===== config.mk =====
export PLATFORM = sky130hd
export DESIGN_NAME = mem_port_arbiter_flat
export DESIGN_NICKNAME = d
export VERILOG_FILES = /design/src/rtl/mem_port_arbiter_if.sv /design/src/rtl/mem_port_arbiter.sv /design/src/flat_wrapper.sv
export SDC_FILE = /design/constraint.sdc
export NUM_CORES = 1
export LEC_CHECK = 0
export BUFFER_PORTS_ARGS = -buffer_cell sky130_fd_sc_hd__buf_2
export CAP_MARGIN = 0
export CORE_AREA = 2 2 115 117
export DETAILED_ROUTE_END_ITERATION = 12
export DIE_AREA = 0 0 117 119
export PLACE_DENSITY_LB_ADDON = 0.15
export RECOVER_POWER = 25
export SLEW_MARGIN = 20
export SYNTH_ARGS = -nofsm -noshare
export SYNTH_HDL_FRONTEND = slang
export SYNTH_SLANG_ARGS = --single-unit

===== constraint.sdc =====
create_clock -name clk -period 3.7 [get_ports clk]
set_input_delay 0.185 -clock clk [delete_from_list [all_inputs] [get_ports clk]]
set_output_delay 0.185 -clock clk [all_outputs]
set_load 0.01 [all_outputs]

===== src/rtl/mem_port_arbiter_if.sv =====
// Bundle of the two requester handshakes plus the single-port memory side.
// The arbiter connects through the slave modport; the environment
// (requesters and memory model) connects through the master modport.
interface mem_port_arbiter_if #(
    parameter int DATA_W = 32
);
    // Port 0 (CPU)
    logic              p0_req;
    logic              p0_we;
    logic [DATA_W-1:0] p0_addr;
    logic [DATA_W-1:0] p0_wdata;
    logic              p0_gnt;
    logic              p0_ack;
    logic [DATA_W-1:0] p0_rdata;
    // Port 1 (loader / DMA / debug)
    logic              p1_req;
    logic              p1_we;
    logic [DATA_W-1:0] p1_addr;
    logic [DATA_W-1:0] p1_wdata;
    logic              p1_gnt;
    logic              p1_ack;
    logic [DATA_W-1:0] p1_rdata;
    // Memory side
    logic [DATA_W-1:0] mem_addr;
    logic [DATA_W-1:0] mem_wr_data;
    logic              mem_wr_ena;
    logic [DATA_W-1:0] mem_rd_data;
    // Status
    logic              busy;

    modport slave (
        input  p0_req, p0_we, p0_addr, p0_wdata,
        output p0_gnt, p0_ack, p0_rdata,
        input  p1_req, p1_we, p1_addr, p1_wdata,
        output p1_gnt, p1_ack, p1_rdata,
        output mem_addr, mem_wr_data, mem_wr_ena,
        input  mem_rd_data,
        output busy
    );

    modport master (
        output p0_req, p0_we, p0_addr, p0_wdata,
        input  p0_gnt, p0_ack, p0_rdata,
        output p1_req, p1_we, p1_addr, p1_wdata,
        input  p1_gnt, p1_ack, p1_rdata,
        input  mem_addr, mem_wr_data, mem_wr_ena,
        output mem_rd_data,
        input  busy
    );
endinterface


===== src/rtl/mem_port_arbiter.sv =====
// Two-port round-robin arbiter in front of a single-port memory.
// One access outstanding at a time: IDLE picks a winner and issues the
// access, WAIT counts RD_LATENCY edges, captures read data and acks.
module mem_port_arbiter #(
    parameter int DATA_W     = 32,
    parameter int RD_LATENCY = 1
) (
    input  logic              clk,
    input  logic              rstb,
    mem_port_arbiter_if.slave bus
);

    typedef enum logic {
        S_IDLE = 1'b0,
        S_WAIT = 1'b1
    } state_t;

    localparam logic [3:0] LAT = 4'(RD_LATENCY);

    if (RD_LATENCY < 1 || RD_LATENCY > 15) begin : g_bad_latency
        $error("mem_port_arbiter: RD_LATENCY must be in 1..15");
    end

    // Registered state
    state_t            r_state;
    logic              r_owner;       // port of the access in flight
    logic              r_last_owner;  // port granted most recently
    logic [3:0]        r_cnt;
    logic [DATA_W-1:0] r_mem_addr;
    logic [DATA_W-1:0] r_mem_wr_data;
    logic              r_mem_wr_ena;
    logic [1:0]        r_gnt;         // bit n = port n
    logic [1:0]        r_ack;
    logic [DATA_W-1:0] r_rdata0;
    logic [DATA_W-1:0] r_rdata1;

    // Next-state values
    state_t            w_state;
    logic              w_owner;
    logic              w_last_owner;
    logic [3:0]        w_cnt;
    logic [DATA_W-1:0] w_mem_addr;
    logic [DATA_W-1:0] w_mem_wr_data;
    logic              w_mem_wr_ena;
    logic [1:0]        w_gnt;
    logic [1:0]        w_ack;
    logic [DATA_W-1:0] w_rdata0;
    logic [DATA_W-1:0] w_rdata1;
    logic              w_winner;

    // Next-state and output decode for the IDLE/WAIT controller
    always_comb begin
        // NOTE: every signal gets a default before the case so no path leaves it unassigned (no latch).
        w_state       = r_state;
        w_owner       = r_owner;
        w_last_owner  = r_last_owner;
        w_cnt         = r_cnt;
        w_mem_addr    = r_mem_addr;
        w_mem_wr_data = r_mem_wr_data;
        w_mem_wr_ena  = r_mem_wr_ena;
        w_gnt         = 2'b00;
        w_ack         = 2'b00;
        w_rdata0      = r_rdata0;
        w_rdata1      = r_rdata1;

        // Sole requester wins; on a tie the port that did not go last wins.
        w_winner = (bus.p0_req && bus.p1_req) ? ~r_last_owner : bus.p1_req;

        case (r_state)
            S_IDLE: begin
                if (bus.p0_req || bus.p1_req) begin
                    w_mem_addr    = w_winner ? bus.p1_addr  : bus.p0_addr;
                    w_mem_wr_data = w_winner ? bus.p1_wdata : bus.p0_wdata;
                    w_mem_wr_ena  = w_winner ? bus.p1_we    : bus.p0_we;
                    w_owner       = w_winner;
                    w_last_owner  = w_winner;
                    w_gnt         = w_winner ? 2'b10 : 2'b01;
                    w_cnt         = LAT;
                    w_state       = S_WAIT;
                end
            end
            S_WAIT: begin
                // Write strobe lasts exactly the issue cycle.
                w_mem_wr_ena = 1'b0;
                if (r_cnt == 4'd1) begin
                    // Only the owner's read register is touched.
                    if (r_owner) w_rdata1 = bus.mem_rd_data;
                    else         w_rdata0 = bus.mem_rd_data;
                    w_ack   = r_owner ? 2'b10 : 2'b01;
                    w_state = S_IDLE;
                end else begin
                    w_cnt = r_cnt - 4'd1;
                end
            end
            default: w_state = S_IDLE;
        endcase
    end

    // State register; reset abandons any access in flight
    always_ff @(posedge clk or negedge rstb) begin
        if (!rstb) begin
            r_state       <= S_IDLE;
            r_owner       <= 1'b0;
            r_last_owner  <= 1'b1;
            r_cnt         <= 4'd0;
            r_mem_addr    <= '0;
            r_mem_wr_data <= '0;
            r_mem_wr_ena  <= 1'b0;
            r_gnt         <= 2'b00;
            r_ack         <= 2'b00;
            r_rdata0      <= '0;
            r_rdata1      <= '0;
        end else begin
            // NOTE: non-blocking so every register samples pre-edge values.
            r_state       <= w_state;
            r_owner       <= w_owner;
            r_last_owner  <= w_last_owner;
            r_cnt         <= w_cnt;
            r_mem_addr    <= w_mem_addr;
            r_mem_wr_data <= w_mem_wr_data;
            r_mem_wr_ena  <= w_mem_wr_ena;
            r_gnt         <= w_gnt;
            r_ack         <= w_ack;
            r_rdata0      <= w_rdata0;
            r_rdata1      <= w_rdata1;
        end
    end

    assign bus.p0_gnt      = r_gnt[0];
    assign bus.p1_gnt      = r_gnt[1];
    assign bus.p0_ack      = r_ack[0];
    assign bus.p1_ack      = r_ack[1];
    assign bus.p0_rdata    = r_rdata0;
    assign bus.p1_rdata    = r_rdata1;
    assign bus.mem_addr    = r_mem_addr;
    assign bus.mem_wr_data = r_mem_wr_data;
    assign bus.mem_wr_ena  = r_mem_wr_ena;
    assign bus.busy        = (r_state == S_WAIT);

endmodule

===== src/flat_wrapper.sv =====
// flat-port wrapper written by rule: the top's interface ports become plain ports
module mem_port_arbiter_flat 
#(
    parameter int DATA_W     = 32,
    parameter int RD_LATENCY = 1
)
  (clk, rstb, bus_p0_req, bus_p0_we, bus_p0_addr, bus_p0_wdata, bus_p0_gnt, bus_p0_ack, bus_p0_rdata, bus_p1_req, bus_p1_we, bus_p1_addr, bus_p1_wdata, bus_p1_gnt, bus_p1_ack, bus_p1_rdata, bus_mem_addr, bus_mem_wr_data, bus_mem_wr_ena, bus_mem_rd_data, bus_busy);
  mem_port_arbiter_if #(.DATA_W(DATA_W)) bus_i ();
  input  logic clk;
  input  logic rstb;
  input wire logic [$bits(bus_i.p0_req)-1:0] bus_p0_req;
  input wire logic [$bits(bus_i.p0_we)-1:0] bus_p0_we;
  input wire logic [$bits(bus_i.p0_addr)-1:0] bus_p0_addr;
  input wire logic [$bits(bus_i.p0_wdata)-1:0] bus_p0_wdata;
  output wire logic [$bits(bus_i.p0_gnt)-1:0] bus_p0_gnt;
  output wire logic [$bits(bus_i.p0_ack)-1:0] bus_p0_ack;
  output wire logic [$bits(bus_i.p0_rdata)-1:0] bus_p0_rdata;
  input wire logic [$bits(bus_i.p1_req)-1:0] bus_p1_req;
  input wire logic [$bits(bus_i.p1_we)-1:0] bus_p1_we;
  input wire logic [$bits(bus_i.p1_addr)-1:0] bus_p1_addr;
  input wire logic [$bits(bus_i.p1_wdata)-1:0] bus_p1_wdata;
  output wire logic [$bits(bus_i.p1_gnt)-1:0] bus_p1_gnt;
  output wire logic [$bits(bus_i.p1_ack)-1:0] bus_p1_ack;
  output wire logic [$bits(bus_i.p1_rdata)-1:0] bus_p1_rdata;
  output wire logic [$bits(bus_i.mem_addr)-1:0] bus_mem_addr;
  output wire logic [$bits(bus_i.mem_wr_data)-1:0] bus_mem_wr_data;
  output wire logic [$bits(bus_i.mem_wr_ena)-1:0] bus_mem_wr_ena;
  input wire logic [$bits(bus_i.mem_rd_data)-1:0] bus_mem_rd_data;
  output wire logic [$bits(bus_i.busy)-1:0] bus_busy;
  assign bus_i.p0_req = bus_p0_req;
  assign bus_i.p0_we = bus_p0_we;
  assign bus_i.p0_addr = bus_p0_addr;
  assign bus_i.p0_wdata = bus_p0_wdata;
  assign bus_p0_gnt = bus_i.p0_gnt;
  assign bus_p0_ack = bus_i.p0_ack;
  assign bus_p0_rdata = bus_i.p0_rdata;
  assign bus_i.p1_req = bus_p1_req;
  assign bus_i.p1_we = bus_p1_we;
  assign bus_i.p1_addr = bus_p1_addr;
  assign bus_i.p1_wdata = bus_p1_wdata;
  assign bus_p1_gnt = bus_i.p1_gnt;
  assign bus_p1_ack = bus_i.p1_ack;
  assign bus_p1_rdata = bus_i.p1_rdata;
  assign bus_mem_addr = bus_i.mem_addr;
  assign bus_mem_wr_data = bus_i.mem_wr_data;
  assign bus_mem_wr_ena = bus_i.mem_wr_ena;
  assign bus_i.mem_rd_data = bus_mem_rd_data;
  assign bus_busy = bus_i.busy;
  mem_port_arbiter #(.DATA_W(DATA_W), .RD_LATENCY(RD_LATENCY)) u_core (.clk(clk), .rstb(rstb), .bus(bus_i));
endmodule

# After elaboration in Yosys (flattened, before gate mapping)

Cells that the tools add are included.

Bits in registers: 140
Bits in latches: 0
Bits in writable memories: 0
Bits in read-only memories: 0
Output and inout bits: 134
Logic and storage cells: 42
Memories kept: 0

$add $sub $neg: 1
$mul: 0
Divide/modulo/power cells: 0
Order comparisons: 0
Eq/ne operators: 3
Shifts and indexed selects: 0
Mux-type cells: 18
Bitwise logic cells: 3
Reductions and logical operators: 6

Operators with widths:

| operator                                               | number |
|---|---|
| two-way mux 32 bit                                     | 2 |
| two-way mux 2 bit                                      | 6 |
| two-way mux 4 bit                                      | 2 |
| one-hot mux 4 bit (2 select lines)                     | 1 |
| AND reduction 3 bit                                    | 2 |
| two-way mux 1 bit                                      | 5 |
| equality test 4 x 1 -> 1 bit (second input constant)   | 1 |
| one-hot mux 1 bit (2 select lines)                     | 2 |
| AND reduction 2 bit                                    | 2 |
| subtractor 4 x 1 -> 4 bit (second input constant)      | 1 |
| inverter 1 bit                                         | 3 |
| inequality test 2 x 1 -> 1 bit (second input constant) | 1 |
| inequality test 2 bit (second input constant)          | 1 |
| logical AND 1 bit                                      | 1 |
| logical OR 1 bit                                       | 1 |

# Longest topological paths before layout

Depth after elaboration: 5
Gate-level depth with buffers: 6

# Least setup slack after synthesis

OpenSTA, ideal clock, no wires.

Kind: register to register
From: register u_core.r_cnt[1]
To: register u_core.r_rdata0[10] (netlist: u_core.bus.p0_rdata[10])
Data arrival time: 1.424 ns
Required time: 3.575 ns
Setup slack: 2.152 ns
Cell stages (with the launch flop): 7
Path buffers: 2
Clock period less this slack: 1.548 ns
Cells stage by stage: dfrtp_1 -> inv_1 -> ha_1 -> and4b_1 -> buf_2 -> buf_4 -> mux2_2

Longest elaborated chain between the ends: 2

RTL lines:

| item                          | line                    | source |
|---|---|---|
| from (decl)                   | mem_port_arbiter.sv:28  | `logic [3:0] r_cnt;` |
| from (signal assigned)        | mem_port_arbiter.sv:118 | `r_cnt <= w_cnt;` |
| equality test 4 x 1 -> 1 bit  | mem_port_arbiter.sv:85  | `if (r_cnt == 4'd1) begin` |
| AND reduction 3 bit (no line) | -                       |  |
| to (signal assigned)          | mem_port_arbiter.sv:124 | `r_rdata0 <= w_rdata0;` |
| to (decl)                     | mem_port_arbiter.sv:34  | `logic [DATA_W-1:0] r_rdata0;` |

Every way passes these cells.
A chain may end at the register's enable or synchronous reset.

# Worst setup path in the final report

From: register u_core.r_state (netlist: u_core.bus.busy)
To: register u_core.r_mem_wr_ena (netlist: u_core.bus.mem_wr_ena)

Longest elaborated chain between the ends: 2

RTL lines:

| item                                                                                 | line                    | source |
|---|---|---|
| from (decl)                                                                          | mem_port_arbiter.sv:25  | `state_t r_state;` |
| from (signal assigned)                                                               | mem_port_arbiter.sv:115 | `r_state <= w_state;` |
| inverter 1 bit (no line)                                                             | -                       |  |
| one-hot mux 1 bit (2 select lines) or inequality test 2 x 1 -> 1 bit (tied branches) | -                       |  |
| to (signal assigned)                                                                 | mem_port_arbiter.sv:121 | `r_mem_wr_ena <= w_mem_wr_ena;` |
| to (decl)                                                                            | mem_port_arbiter.sv:31  | `logic r_mem_wr_ena;` |

Several ways; a longest one is shown, not always the timed one.

==> qor.txt <==
TIMING
--------------------------------------------------------------------------------------
Clock Skews                                                                    4.21 ps
Fin Hold WS                                                                    18.7 ps
Worst-Margin Slew                                                               902 ps
Number of failing hold endpoints at the final stage                                  0
Pins Over Slew Limit                                                                 0
Unrepaired setup endpoints after global routing                                     no
Remaining max-slew budget at the tightest pin                                    39.8%
Final worst slack                                                              1230 ps
Final min period                                                               2470 ps
Sum of negative setup slack                                                       0 ps
Upper clock frequency limit                                                    405 MHz
Count of final setup violators                                                       0
Final period util                                                                66.8%

DIE
--------------------------------------------------------------------------------------
Site row count                                                                      42
Number of placed I/O pins                                                          300
Area of the die                                                            0.0139 mm^2
Chip Width                                                                      117 um
Core area                                                                  0.0129 mm^2
Initial Util                                                                     44.5%
Floorplan die height                                                            119 um

GRT
--------------------------------------------------------------------------------------
Global-route wire length before repair                                         24.2 mm
Maximum number of pins on one net before global-route repair                       117
Global-route total usage across every layer                                      22.6%
Antenna violations before repair                                                     0
Via count of the first global-routing pass                                        5047
Total gr overflow                                                                    0

DETAILED ROUTING
--------------------------------------------------------------------------------------
Detailed-router iteration count before antenna repair                                4
Remaining DRCs                                                                       0
Avg Vias per Cell                                                                 5.12
Met1 routed wirelength after detailed routing                                  6.00 mm
Final antenna-violating net count                                                    0
Number of DRC violations after detailed-routing iteration 0                        223
Met3 wire length                                                               1.11 mm
Routed met2 length                                                             8.33 mm
Final routed wire length divided by cell count                                 16.2 um
Total Wirelength                                                               15.9 mm
Via count                                                                         5007
Top routing layer in use                                                          met4

CRITICAL PATH
--------------------------------------------------------------------------------------
Capturing element type of the critical path                                  flip-flop
Worst EP required                                                              4040 ps
Maximum fanout count along the critical path                                        43
CP arrival                                                                     2810 ps
Number of cells traversed by the worst register-to-register path                     5
Kind of start point of the critical path                                     flip-flop
Critical Setup Path Class                                                 flip-flop to flip-flop

SYNTHESIS
--------------------------------------------------------------------------------------
Post-Synthesis Mean Instance Area                                            12.4 um^2
Most used DFF post-synth                                                  sky130_fd_sc_hd__dfrtp_1
Number of synthesized register bits                                                140
Total of warnings raised by yosys                                                    0
Post-synth EDFFs                                                                     0
Nets in the synthesized netlist                                                    629
Biggest area consumer among synthesized cells                             sky130_fd_sc_hd__dfrtp_1
Post-synthesis cell count                                                          461
Ranking of synthesized cells by instance count                            sky130_fd_sc_hd__dfrtp_1, sky130_fd_sc_hd__mux2_2, sky130_fd_sc_hd__a21oi_1, sky130_fd_sc_hd__a221o_1, sky130_fd_sc_hd__and3_1
Cell Area, Synth                                                          0.00573 mm^2
Most repeated cell in the gate-level netlist after synthesis              sky130_fd_sc_hd__dfrtp_1
Sequential area share after synthesis                                            61.2%
Number of distinct standard cells referenced by the synthesized netlist             31
Share of the synthesized area in the top cell type                               60.7%
Share of async-settable or async-resettable flops after synthesis                 100%
Largest cells by area after synthesis                                     sky130_fd_sc_hd__dfrtp_1, sky130_fd_sc_hd__mux2_2, sky130_fd_sc_hd__a221o_1

HOLD PATH
--------------------------------------------------------------------------------------
Worst Hold Depth                                                                     2
Worst hold-check path type                                                primary input to flip-flop

CLOCKING
--------------------------------------------------------------------------------------
Number of setup buffers added after CTS                                              0
Longest Clk Path Bufs                                                                2
# resized after CTS                                                                  0
Number of clock sinks                                                              140
Clock root buffer                                                         sky130_fd_sc_hd__clkbuf_16
H-tree lvl count                                                                     4
Reg clk slew, reported paths                                                     50 ps
Clock tree from TritonCTS                                                         done
Worst-Skew Late Latency                                                         410 ps
Total clock buffers created by CTS                                                  17

FINISH
--------------------------------------------------------------------------------------
Number of antenna repair diodes                                                      0
Proportion of layout cells with a drive suffix above 1                           38.0%
Total area of multi-input combinational cells                             0.00203 mm^2
Synth-to-layout area growth                                                      42.5%
# nets final                                                                       959
Area used by sequential logic in the layout                               0.00350 mm^2
Count of fill cells added during filler insertion                                 1079

POWER
--------------------------------------------------------------------------------------
Power per unit of standard cell area                                       654 mW/mm^2
Share of total power in sequential cells                                         42.0%
Switch share                                                                     31.1%
Worst supply voltage drop on vdd                                              0.255 mV
Combinational cell fraction of total power                                       27.8%
Internal power consumption                                                     3680 uW
Clock power frac                                                                 30.2%
Lkg Pwr                                                                     0.00393 uW
Net switching power                                                            1660 uW

RUN
--------------------------------------------------------------------------------------
Count of max-cap constraint violations                                               0

STATUS
--------------------------------------------------------------------------------------
Status                                                                    finished clean

PLACED DESIGN
--------------------------------------------------------------------------------------
Count of input and output buffers                                                  299
Gp weighted congestion                                                           0.799
Worst slack at placement                                                       1640 ps
HPWL after DPL                                                                 11.0 mm

metrics by stage:
| step | std cells | instance area (um^2) | utilization (%) | total power [uW] |
|---|---|---|---|---|
| 2_1_floorplan | 461 | 5730 | - | 3080 |
| 3_3_place_gp | 909 | 7330 | 56.9 | 3770 |
| 3_5_place_dp | 909 | 7330 | 56.9 | 3810 |
| 4_1_cts | 978 | 8280 | 64.3 | 5490 |
| 5_1_grt | 978 | 8160 | 63.4 | 5660 |
| 6_report | 978 | 8160 | 63.4 | 5340 |
cell families after synthesis:
family / count (synthesis) / share of synthesized area (%)
simple gates: 108 / 8.96
flops: 140 / 61.2
compound gates: 105 / 12.7
fa+ha+maj: 2 / 0.437
mux: 66 / 12.9
xor+xnor: 1 / 0.153
buf+inv: 39 / 3.67
worst max-delay path: stages, from the launching register on:
cell and delay, ps:
sky130_fd_sc_hd__dfrtp_1 460, sky130_fd_sc_hd__o21ba_2 810, sky130_fd_sc_hd__buf_4 390, sky130_fd_sc_hd__a32oi_1 130, sky130_fd_sc_hd__nand2_1 70, sky130_fd_sc_hd__dlygate4sd3_1 530
power groups by stage:
stage | registers, uW | clock network (uW) | logic [uW]
after floorplan | 2460 | 0 | 622
after global placement | 2220 | 0 | 1540
after detailed placement | 2250 | 0 | 1570
after CTS | 2230 | 1660 | 1600
after global routing | 2300 | 1730 | 1630
final | 2240 | 1610 | 1480
layout make-up:
cell class	count	area share (%)
Sequential cell	140	42.9
Clock buffer	19	5.43
Clock inverter	11	1.47
Multi-Input combinational cell	282	24.9
Inverter	4	0.184
Timing Repair Buffer	346	22.4
Tap cell	176	2.70
metal layers:
layer / global-route usage [%] / vias to the layer above
li1: - / 2314
met1: 25.3 / 2438
met2: 39.4 / 223
met3: 5.90 / 32
met4: 10.8 / 0
met5: 0 / -
flip-flops by register name, summed over array words and instances (netlist names), 2 cells and up:
name                    count
u_core.r_ack                2
u_core.bus.mem_wr_data     32
u_core.r_gnt                2
u_core.bus.p0_rdata        32
u_core.r_cnt                4
u_core.bus.p1_rdata        32
u_core.bus.mem_addr        32
worst paths after layout:
| kind | start | to | slack, ps |
|---|---|---|---|
| max in group asynchronous | rstb | u_core.bus.mem_addr[21]$_DFFE_PN0P_ | 2320 |
| setup reg to reg | u_core.bus.busy$_DFF_PN0_ | u_core.bus.mem_wr_ena$_DFFE_PN0P_ | 1230 |
| hold / removal | bus_p1_wdata[27] | u_core.bus.mem_wr_data[27]$_DFFE_PN0P_ | 20 |
| setup / recovery | u_core.bus.busy$_DFF_PN0_ | u_core.bus.mem_wr_ena$_DFFE_PN0P_ | 1230 |
| hold reg to reg | u_core.bus.p0_rdata[4]$_DFFE_PN0P_ | u_core.bus.p0_rdata[4]$_DFFE_PN0P_ | 500 |
| min in group asynchronous | rstb | u_core.bus.p0_rdata[5]$_DFFE_PN0P_ | 450 |
layout by cell type, fill, tap and decap left out, types with 3 or more instances in the layout:
cell and n:
sky130_fd_sc_hd__nor2_1 32, sky130_fd_sc_hd__clkinvlp_4 3, sky130_fd_sc_hd__and3_1 35, sky130_fd_sc_hd__clkbuf_16 17, sky130_fd_sc_hd__o21ai_0 3, sky130_fd_sc_hd__dlygate4sd3_1 39, sky130_fd_sc_hd__buf_4 8, sky130_fd_sc_hd__mux2_2 64
sky130_fd_sc_hd__clkbuf_1 102, sky130_fd_sc_hd__a21oi_1 59, sky130_fd_sc_hd__dfrtp_1 139, sky130_fd_sc_hd__nand2_1 33, sky130_fd_sc_hd__clkinv_2 4, sky130_fd_sc_hd__a221o_1 35, sky130_fd_sc_hd__inv_1 4, sky130_fd_sc_hd__buf_2 197
what timing repair did:
action	4_1_cts	5_1_grt
setup endpoints to repair	0	0
hold endpoints to repair	151	0
hold buffers	39	0
(Power assumes the default switching activity.)
